## src/rtl/repeat_pattern_gen_pkg.sv

```systemverilog
// Shared definitions for the repeating-pattern generator: mode encodings,
// FSM state type and a small elaboration-time helper.
package repeat_pattern_pkg;

  localparam logic [1:0] MODE_TOGGLE = 2'd0;
  localparam logic [1:0] MODE_COUNT  = 2'd1;
  localparam logic [1:0] MODE_TABLE  = 2'd2;
  localparam logic [1:0] MODE_ROTATE = 2'd3;

  typedef enum logic [1:0] {
    ST_IDLE = 2'd0,
    ST_RUN  = 2'd1,
    ST_DONE = 2'd2
  } state_t;

  // Largest of three values; used to size the step counter.
  function automatic int max3(input int a, input int b, input int c);
    int m;
    m = a;
    if (b > m) m = b;
    if (c > m) m = c;
    return m;
  endfunction

endpackage

```

## src/rtl/repeat_pattern_gen_table.sv

```systemverilog
// Pattern table for TABLE mode: DEPTH x WIDTH register file with a
// synchronous write port and an asynchronous read port. Contents are
// cleared by the asynchronous reset.
module pattern_table #(
  parameter int WIDTH = 3,
  parameter int DEPTH = 4,
  parameter int AW    = $clog2(DEPTH)
) (
  input  logic             clk,
  input  logic             rst,
  input  logic             we,
  input  logic [AW-1:0]    waddr,
  input  logic [WIDTH-1:0] wdata,
  input  logic [AW-1:0]    raddr,
  output logic [WIDTH-1:0] rdata
);

  logic [WIDTH-1:0] mem [DEPTH];

  // Storage: cleared on reset, written one entry per strobe.
  always_ff @(posedge clk or posedge rst) begin
    if (rst) begin
      for (int i = 0; i < DEPTH; i++) mem[i] <= '0;
    end else if (we) begin
      mem[waddr] <= wdata;
    end
  end

  assign rdata = mem[raddr];

endmodule

```

## src/rtl/repeat_pattern_gen.sv

```systemverilog
// Repeating-pattern source: emits TOGGLE / COUNT / TABLE / ROTATE patterns
// for a finite or infinite number of periods, qualified by valid.
// Optional feature macro: REPEAT_PATTERN_STALL_EN adds an out_ready input;
// when undefined the pattern advances once every RUN cycle.
module repeat_pattern_gen
  import repeat_pattern_pkg::*;
#(
  parameter int WIDTH = 3,
  parameter int DEPTH = 4,
  parameter int CNT_W = 8
) (
  input  logic                     clk,
  input  logic                     rst,
  input  logic                     start,
  input  logic                     stop,
  input  logic [1:0]               mode,
  input  logic [WIDTH-1:0]         seed,
  input  logic [CNT_W-1:0]         repeats,
  input  logic                     tbl_we,
  input  logic [$clog2(DEPTH)-1:0] tbl_addr,
  input  logic [WIDTH-1:0]         tbl_data,
`ifdef REPEAT_PATTERN_STALL_EN
  input  logic                     out_ready,
`endif
  output logic [WIDTH-1:0]         pattern_out,
  output logic                     valid,
  output logic                     busy,
  output logic                     done
);

  localparam int AW     = $clog2(DEPTH);
  localparam int PMAX   = max3(2 ** WIDTH, DEPTH, WIDTH);
  localparam int STEP_W = $clog2(PMAX) + 1;

  state_t             state_q, state_d;
  logic [WIDTH-1:0]   pat_q;
  logic [1:0]         mode_q;
  logic [CNT_W-1:0]   reps_q;
  logic [CNT_W-1:0]   rep_q;
  logic [STEP_W-1:0]  step_q;
  logic [AW-1:0]      idx_q;
  logic [AW-1:0]      tbl_raddr;
  logic [WIDTH-1:0]   tbl_rd;
  logic               ready;
  logic               load;
  logic               adv;
  logic               last_step;

`ifdef REPEAT_PATTERN_STALL_EN
  assign ready = out_ready;
`else
  assign ready = 1'b1;
`endif

  // Number of values in one period of the given mode.
  function automatic logic [STEP_W-1:0] period(input logic [1:0] m);
    case (m)
      MODE_TOGGLE: return STEP_W'(2);
      MODE_COUNT:  return STEP_W'(2 ** WIDTH);
      MODE_TABLE:  return STEP_W'(DEPTH);
      default:     return STEP_W'(WIDTH);
    endcase
  endfunction

  // Pattern value that follows v in the given mode.
  function automatic logic [WIDTH-1:0] next_val(input logic [1:0] m,
                                                input logic [WIDTH-1:0] v,
                                                input logic [WIDTH-1:0] t);
    case (m)
      MODE_TOGGLE: return ~v;
      MODE_COUNT:  return v + 1'b1;
      MODE_TABLE:  return t;
      default:     return {v[WIDTH-2:0], v[WIDTH-1]};
    endcase
  endfunction

  // The table is read at entry 0 while idle (first TABLE value) and at the
  // next index while running; writes are locked out during a run.
  assign tbl_raddr = (state_q == ST_IDLE) ? '0 : idx_q;

  pattern_table #(
    .WIDTH (WIDTH),
    .DEPTH (DEPTH)
  ) u_table (
    .clk   (clk),
    .rst   (rst),
    .we    (tbl_we && (state_q == ST_IDLE)),
    .waddr (tbl_addr),
    .wdata (tbl_data),
    .raddr (tbl_raddr),
    .rdata (tbl_rd)
  );

  assign last_step = (step_q == (period(mode_q) - STEP_W'(1)));

  // FSM state register.
  always_ff @(posedge clk or posedge rst) begin
    if (rst) state_q <= ST_IDLE;
    else     state_q <= state_d;
  end

  // Next state plus load/advance strobes for the datapath; stop beats advance.
  always_comb begin
    state_d = state_q;
    load    = 1'b0;
    adv     = 1'b0;
    case (state_q)
      ST_IDLE: begin
        if (start) begin
          state_d = ST_RUN;
          load    = 1'b1;
        end
      end
      ST_RUN: begin
        if (stop) begin
          state_d = ST_IDLE;
        end else if (ready) begin
          if (last_step && (reps_q != '0) && (rep_q == reps_q - 1'b1))
            state_d = ST_DONE;
          else
            adv = 1'b1;
        end
      end
      ST_DONE: state_d = ST_IDLE;
      default: state_d = ST_IDLE;
    endcase
  end

  // Pattern, step/repeat counters and latched run configuration.
  always_ff @(posedge clk or posedge rst) begin
    if (rst) begin
      pat_q  <= '0;
      mode_q <= MODE_TOGGLE;
      reps_q <= '0;
      rep_q  <= '0;
      step_q <= '0;
      idx_q  <= '0;
    end else if (load) begin
      pat_q  <= (mode == MODE_TABLE) ? tbl_rd : seed;
      mode_q <= mode;
      reps_q <= repeats;
      rep_q  <= '0;
      step_q <= '0;
      idx_q  <= AW'(1);
    end else if (adv) begin
      pat_q <= next_val(mode_q, pat_q, tbl_rd);
      idx_q <= idx_q + 1'b1;
      if (last_step) begin
        step_q <= '0;
        rep_q  <= rep_q + 1'b1;
      end else begin
        step_q <= step_q + 1'b1;
      end
    end
  end

  assign pattern_out = pat_q;
  assign valid       = (state_q == ST_RUN);
  assign busy        = (state_q != ST_IDLE);
  assign done        = (state_q == ST_DONE);

endmodule

```

## config.mk

```make
export PLATFORM = sky130hd
export DESIGN_NAME = repeat_pattern_gen
export DESIGN_NICKNAME = d
export VERILOG_FILES = /design/src/rtl/repeat_pattern_gen_pkg.sv /design/src/rtl/repeat_pattern_gen_table.sv /design/src/rtl/repeat_pattern_gen.sv
export SDC_FILE = /design/constraint.sdc
export NUM_CORES = 1
export LEC_CHECK = 0
export CAP_MARGIN = 10
export CORE_ASPECT_RATIO = 0.75
export CORE_MARGIN = 10
export CORE_UTILIZATION = 50
export DETAILED_ROUTE_END_ITERATION = 7
export HOLD_SLACK_MARGIN = 0.08
export PLACE_DENSITY = 0.76
export SETUP_SLACK_MARGIN = 0.5
export SKIP_LAST_GASP = 1
export SLEW_MARGIN = 20
export SYNTH_ARGS = -nofsm -noshare
export SYNTH_HDL_FRONTEND = slang
export SYNTH_SLANG_ARGS = --single-unit
```

## constraint.sdc

```tcl
create_clock -name clk -period 2.65 [get_ports clk]
set_input_delay 0.53 -clock clk [delete_from_list [all_inputs] [get_ports clk]]
set_output_delay 0.53 -clock clk [all_outputs]
set_load 0.05 [all_outputs]
```

### Word level (Yosys, flattened, before mapping)

Cells that the tools add are included.

* bits of input ports: 23
* word-level logic and storage cells: 73
* output and inout bits: 6
* register bits: 41

* muxes and demuxes: 29
* equal/unequal tests: 9
* reductions and logical operators: 12
* order comparisons: 3
* bitwise logic cells: 3
* add/subtract/negate cells: 6

Operator list (number)
* 8-bit 2-to-1 mux: 3
* 3-bit 2-to-1 mux: 6
* 12-bit bitwise mux: 1
* 2-bit 2-to-1 mux: 6
* 4-bit 2-to-1 mux: 3
* 4-bit one-hot mux with 3 select lines: 1
* 3-bit one-hot mux with 3 select lines: 1
* 8-bit by 1-bit adder with 8-bit output, second input constant: 1
* 8-bit equality test: 1
* 8-bit nonzero test: 1
* 8-bit by 1-bit subtractor with 8-bit output, second input constant: 1
* 3-bit binary-select mux with 2-bit select: 1
* 3-bit demux with 2-bit select: 1
* 2-bit equality test, second input constant: 3
* 3-bit greater-or-equal comparator, second input constant: 2
* 2-bit inverter with 3-bit output: 2
* 2-bit nonzero test: 3
* 1-bit 2-to-1 mux: 5
* 4-bit by 1-bit adder with 4-bit output, second input constant: 1
* 2-bit by 1-bit equality test with 1-bit output, second input constant: 2
* 4-bit equality test: 1
* 1-bit logical AND: 4
* 2-bit logical NOT: 2
* 2-bit one-hot mux with 2 select lines: 1
* other kinds (8): 9

### Depth between registers and ports, before layout

* depth in word-level cells: 11
* mapped depth: 9
* mapped depth without buffers: 8

### Cells and area by module

A second synthesis with hierarchy kept.

* cell total of the unflattened synthesis: 239
* area total of the unflattened synthesis: 2429.8 um2

Modules (own cells, without submodules)
* repeat_pattern_gen: cells an instance 207, seq. area each 725.7 um2, area an instance 1880.6 um2, times used 1
* pattern_table: cells an instance 32, seq. area each 300.3 um2, area an instance 549.3 um2, times used 1

### Worst setup path before layout

OpenSTA, ideal clock, no wires.

* path type: flip-flop to flip-flop
* from: register state_q[0]
* to: register rep_q[5]
* setup time: 78 ps
* required time: 2572 ps
* slack: -157 ps
* clock period less this slack: 2807 ps
* arrival: 2729 ps
* buffers on the path: 1
* stages on the path, launching flop included: 8
* cell sequence: dfrtp_1 nor2b_1 nand2b_1 clkbuf_1 a211o_1 a21o_1 or4_1 a21oi_1

* cells in the longest elaborated chain, start to end: 4
* elaborated cells between the ends (all ways): 8
* classes of those cells: eq/ne: 1; mux: 3; reduce/logical: 4

Ends and longest elaborated chain
* start, declared: line repeat_pattern_gen.sv:35 `state_t state_q, state_d;`
* start signal, assigned: line repeat_pattern_gen.sv:99 `else state_q <= state_d;`
* 2-bit by 1-bit equality test with 1-bit output
* net valid: line repeat_pattern_gen.sv:26 `output logic valid,`
* 1-bit 2-to-1 mux: line repeat_pattern_gen.sv:107 `case (state_q)`
* 2-bit nonzero test (no source line)
* 2-bit AND reduction (no source line)
* end signal, assigned: line repeat_pattern_gen.sv:150 `rep_q <= rep_q + 1'b1;`
* end, declared: line repeat_pattern_gen.sv:39 `logic [CNT_W-1:0] rep_q;`

The timed path passes the listed nets, and every way through them passes these cells.
A chain may end at the register's enable or synchronous reset.

### Worst setup path in the final report

* from: register reps_q[2]
* to: register pat_q[2], in the netlist pattern_out[2]

* cells in the longest elaborated chain, start to end: 7
* elaborated cells between the ends (all ways): 9
* classes of those cells: add/sub: 1; eq/ne: 1; mux: 3; reduce/logical: 4

Ends and longest elaborated chain
* start, declared: line repeat_pattern_gen.sv:38 `logic [CNT_W-1:0] reps_q;`
* start signal, assigned: line repeat_pattern_gen.sv:141 `reps_q <= repeats;`
* 8-bit by 1-bit subtractor with 8-bit output or 8-bit nonzero test (tied branches): line repeat_pattern_gen.sv:118 `if (last_step && (reps_q != '0) && (rep_q == reps_q - 1'b1))`
* 8-bit equality test or 1-bit logical AND (tied branches): line repeat_pattern_gen.sv:118
* 1-bit logical AND *: line repeat_pattern_gen.sv:118
* 1-bit 2-to-1 mux *: line repeat_pattern_gen.sv:118
* 1-bit 2-to-1 mux *: line repeat_pattern_gen.sv:115 `if (stop) begin`
* 1-bit 2-to-1 mux *: line repeat_pattern_gen.sv:107
* 2-bit nonzero test (no source line) *
* end signal, assigned: line repeat_pattern_gen.sv:139 `pat_q <= (mode == MODE_TABLE) ? tbl_rd : seed;`
* end signal, assigned: line repeat_pattern_gen.sv:146 `pat_q <= next_val(mode_q, pat_q, tbl_rd);`
* end, declared: line repeat_pattern_gen.sv:36 `logic [WIDTH-1:0] pat_q;`

Every way passes the cells marked *; elsewhere a longest branch is shown, timed or not.

==> impl_metrics.ini <==
[min_path]
hp-class = reg2reg

[route]
vias = 2215
via_per_inst = 6.14
wl_per_cell_um = 18.2
dr.pass1.iters = 6
drt_drc_violations_left = 0
final_antenna_net_count = 0
drt_iter0_drc = 249
wl_um = 6560

[cells_and_area]
diodes = 0
n_fill_cell = 332
drive_gt1_frac = 0.224
area_growth_syn_to_layout_pct = 28.8
nets = 330

[sta]
fin_tns_setup_ns = 0
finalSetupViolations = 0
max_freq_ghz = 0.389
maxSlewViolCount = 0
worstMarginPinSlew_ns = 0.531
post-route-min-period_ns = 2.57
clock_skew_ns = 0.0102
max_slew_margin = 0.646
timing_hold_violations_final = 0
rsz0062_at_grt = true
final.period_utilization = 0.970

[global_routing]
grt_antenna_before_repair = 0
grt_pass1_vias = 2091
grt_pass1_wl_um = 10500
grt-ovfl-total = 0
grt_max_degree = 42
globalRouteTotalUtil = 0.157

[clocking]
cts_sinks = 41
cts_buffers = 5
cts_root_buffer = clkbuf_8
htree_levels = 2
hold_buffers = 0
clk_latency_ns = 0.30
tritoncts = yes
clk_pin_slew_ns = 0.09
clock_path_buffers = 2

[logic_synthesis]
yosysWarnings = 0
synthCells = 257
synth_edf_count = 0
async_flop_share = 1.00
synth_cell_types = 50
ys_seq_area_frac = 0.424
synth_fp_nets = 284
synthesis.area_um2 = 2420
synthFlopType = dfrtp_1
avgSynthCellArea_um2 = 9.41
ys_ff_latch = 41

[die]
core_area_um2 = 4570
die_h_um = 80.2
io_pins = 29
initial_utilization = 0.529
die_x_um = 100
die_area_um2 = 8040
num_rows = 21

[setup_path]
end_kind = register
cp.required_ns = 2.84
crit_type = reg2reg
worstPathArrival_ns = 2.76
path_cells = or3_4 -> o31a_1 -> or4_4 -> a2111oi_4 -> buf_4 -> nor2_4 -> o311a_1
cp-start-kind = register
critPathMaxStageDelay_ns = 0.45
critPathSlowestCell = or4_4
cp_max_fo = 5

[placement]
hpwl_um = 4140
routabilityCongestion = 0.803
port_buffers = 28

[power_and_ir_drop]
power.density_nw_per_um2 = 803
total_power_uw = 2500
vdd_drop_max_v = 0.000466
p_leak_uw = 0.00130

[flow_run]
drv_cap = 0

[outcome]
status = finished, final reports clean
flip-flops by register name, summed over array words and instances, names as in the netlist:
signal and flops:
idx_q 2, mode_q 2, pattern_out 3, rep_q 8
reps_q 8, state_q 2, step_q 4, u_table.mem 12
cell type report:
cell class	count	area, µm²	area share
Inverter	9	33.8	0.0109
Timing Repair Buffer	52	468	0.150
Clock inverter	3	65.1	0.0209
Tap cell	57	71.3	0.0229
Sequential cell	41	1030	0.331
Multi-Input combinational cell	194	1380	0.442
Clock buffer	5	68.8	0.0221
cell usage in the layout, fill, tap and decap left out, drive strengths merged, types with 3 or more instances in the layout:
master,Yosys,routed
a21oi,13,13
buf,2,24
clkbuf,11,5
clkdlybuf4s50,0,25
dfrtp,41,41
dlygate4sd2,0,3
ha,4,4
inv,9,9
mux2,14,14
mux2i,6,6
nand2,40,40
nand2b,6,6
nand3,3,3
nand3b,3,3
nand4,3,3
nor2,9,9
nor2b,5,5
nor3,8,8
nor3b,5,5
o211ai,5,5
o21ai,13,13
o22ai,4,4
o31ai,6,6
or4,7,7
xnor2,6,6
xor2,3,3
worst max-delay path: cells and delay by family, from the launching register on:
kind                   cells  cell delay [ns]
AO/OA/AOI/OAI              3             0.92
AND/OR/NAND/NOR            3             0.91
flip-flops                 1             0.44
buffers and inverters      1             0.20
layer usage:
layer  wire length, µm  global-route usage  vias up
met3               512              0.0402       17
met4               155              0.0408        0
met1              2970               0.218     1070
li1                  -                   -     1031
met2              2920               0.237       97
met5                 0                   0        -
path summary, 6_finish.rpt:
kind / to / from / slack, ns / cells past startpoint
worst min-delay path: u_table.mem[6] / u_table.mem[6] / 0.51 / 1
max in group asynchronous: mode_q[1] / rst / 1.60 / 3
worst max register to register: pattern_out[2] / reps_q[2] / 0.08 / 7
worst max-delay path: pattern_out[2] / reps_q[2] / 0.08 / 7
min in group asynchronous: u_table.mem[1] / rst / 0.66 / 3
worst min register to register: u_table.mem[6] / u_table.mem[6] / 0.51 / 1
power breakdown:
group / internal (µW) / switching, µW
registers: 771 / 188
logic: 451 / 481
clock network: 374 / 236
cells in the mapped netlist (2+ instances only):
cell       count  area (µm²)
a21o_1         2        15.0
a21oi_1       13        65.1
a2bb2oi_1      2        17.5
and2_1         2        12.5
and3_1         2        12.5
clkbuf_1      11        41.3
dfrtp_1       41        1030
ha_1           4        50.1
inv_1          9        33.8
mux2_2        14         158
mux2i_1        6        60.1
nand2_1       40         150
nand2b_1       6        37.5
nand3_1        3        15.0
nand3b_1       3        22.5
nand4_1        3        18.8
nor2_1         8        30.0
nor2b_1        5        31.3
nor3_1         8        40.0
nor3b_1        5        37.5
nor4_1         2        12.5
o211ai_1       5        37.5
o21ai_0       13        65.1
o22ai_1        4        25.0
o31ai_1        6        45.0
o32ai_1        2        17.5
or3_1          2        12.5
or3b_2         2        17.5
or4_1          6        45.0
xnor2_1        6        52.6
xor2_1         3        26.3
cells by family after synthesis:
| logic type | count (synthesis) | synth area share |
|---|---|---|
| compound gates | 60 | 0.175 |
| xor+xnor | 9 | 0.0326 |
| fa+ha+maj | 4 | 0.0207 |
| buf+inv | 22 | 0.0378 |
| flops | 41 | 0.424 |
| mux | 20 | 0.0901 |
| simple gates | 101 | 0.219 |
metrics by stage:
stage / cells / util / hold WS (ns) / area (µm²) / setup slack [ns]
floorplan: 257 / - / 0.472 / 2450 / 0.104
global placement: 339 / 0.619 / 0.486 / 2830 / 0.135
detailed placement: 339 / 0.619 / 0.489 / 2830 / 0.0757
CTS: 354 / 0.665 / 0.508 / 3040 / 0.194
global route: 361 / 0.681 / 0.526 / 3110 / 0.0381
finish: 361 / 0.681 / 0.510 / 3110 / 0.0791
what timing repair did:
action,in CTS,in global routing
buffers inserted,7,7
gates resized for setup,13,4
setup endpoints to repair,21,18
pin swaps,2,3
No activity file was read; power rests on OpenSTA's default activity.
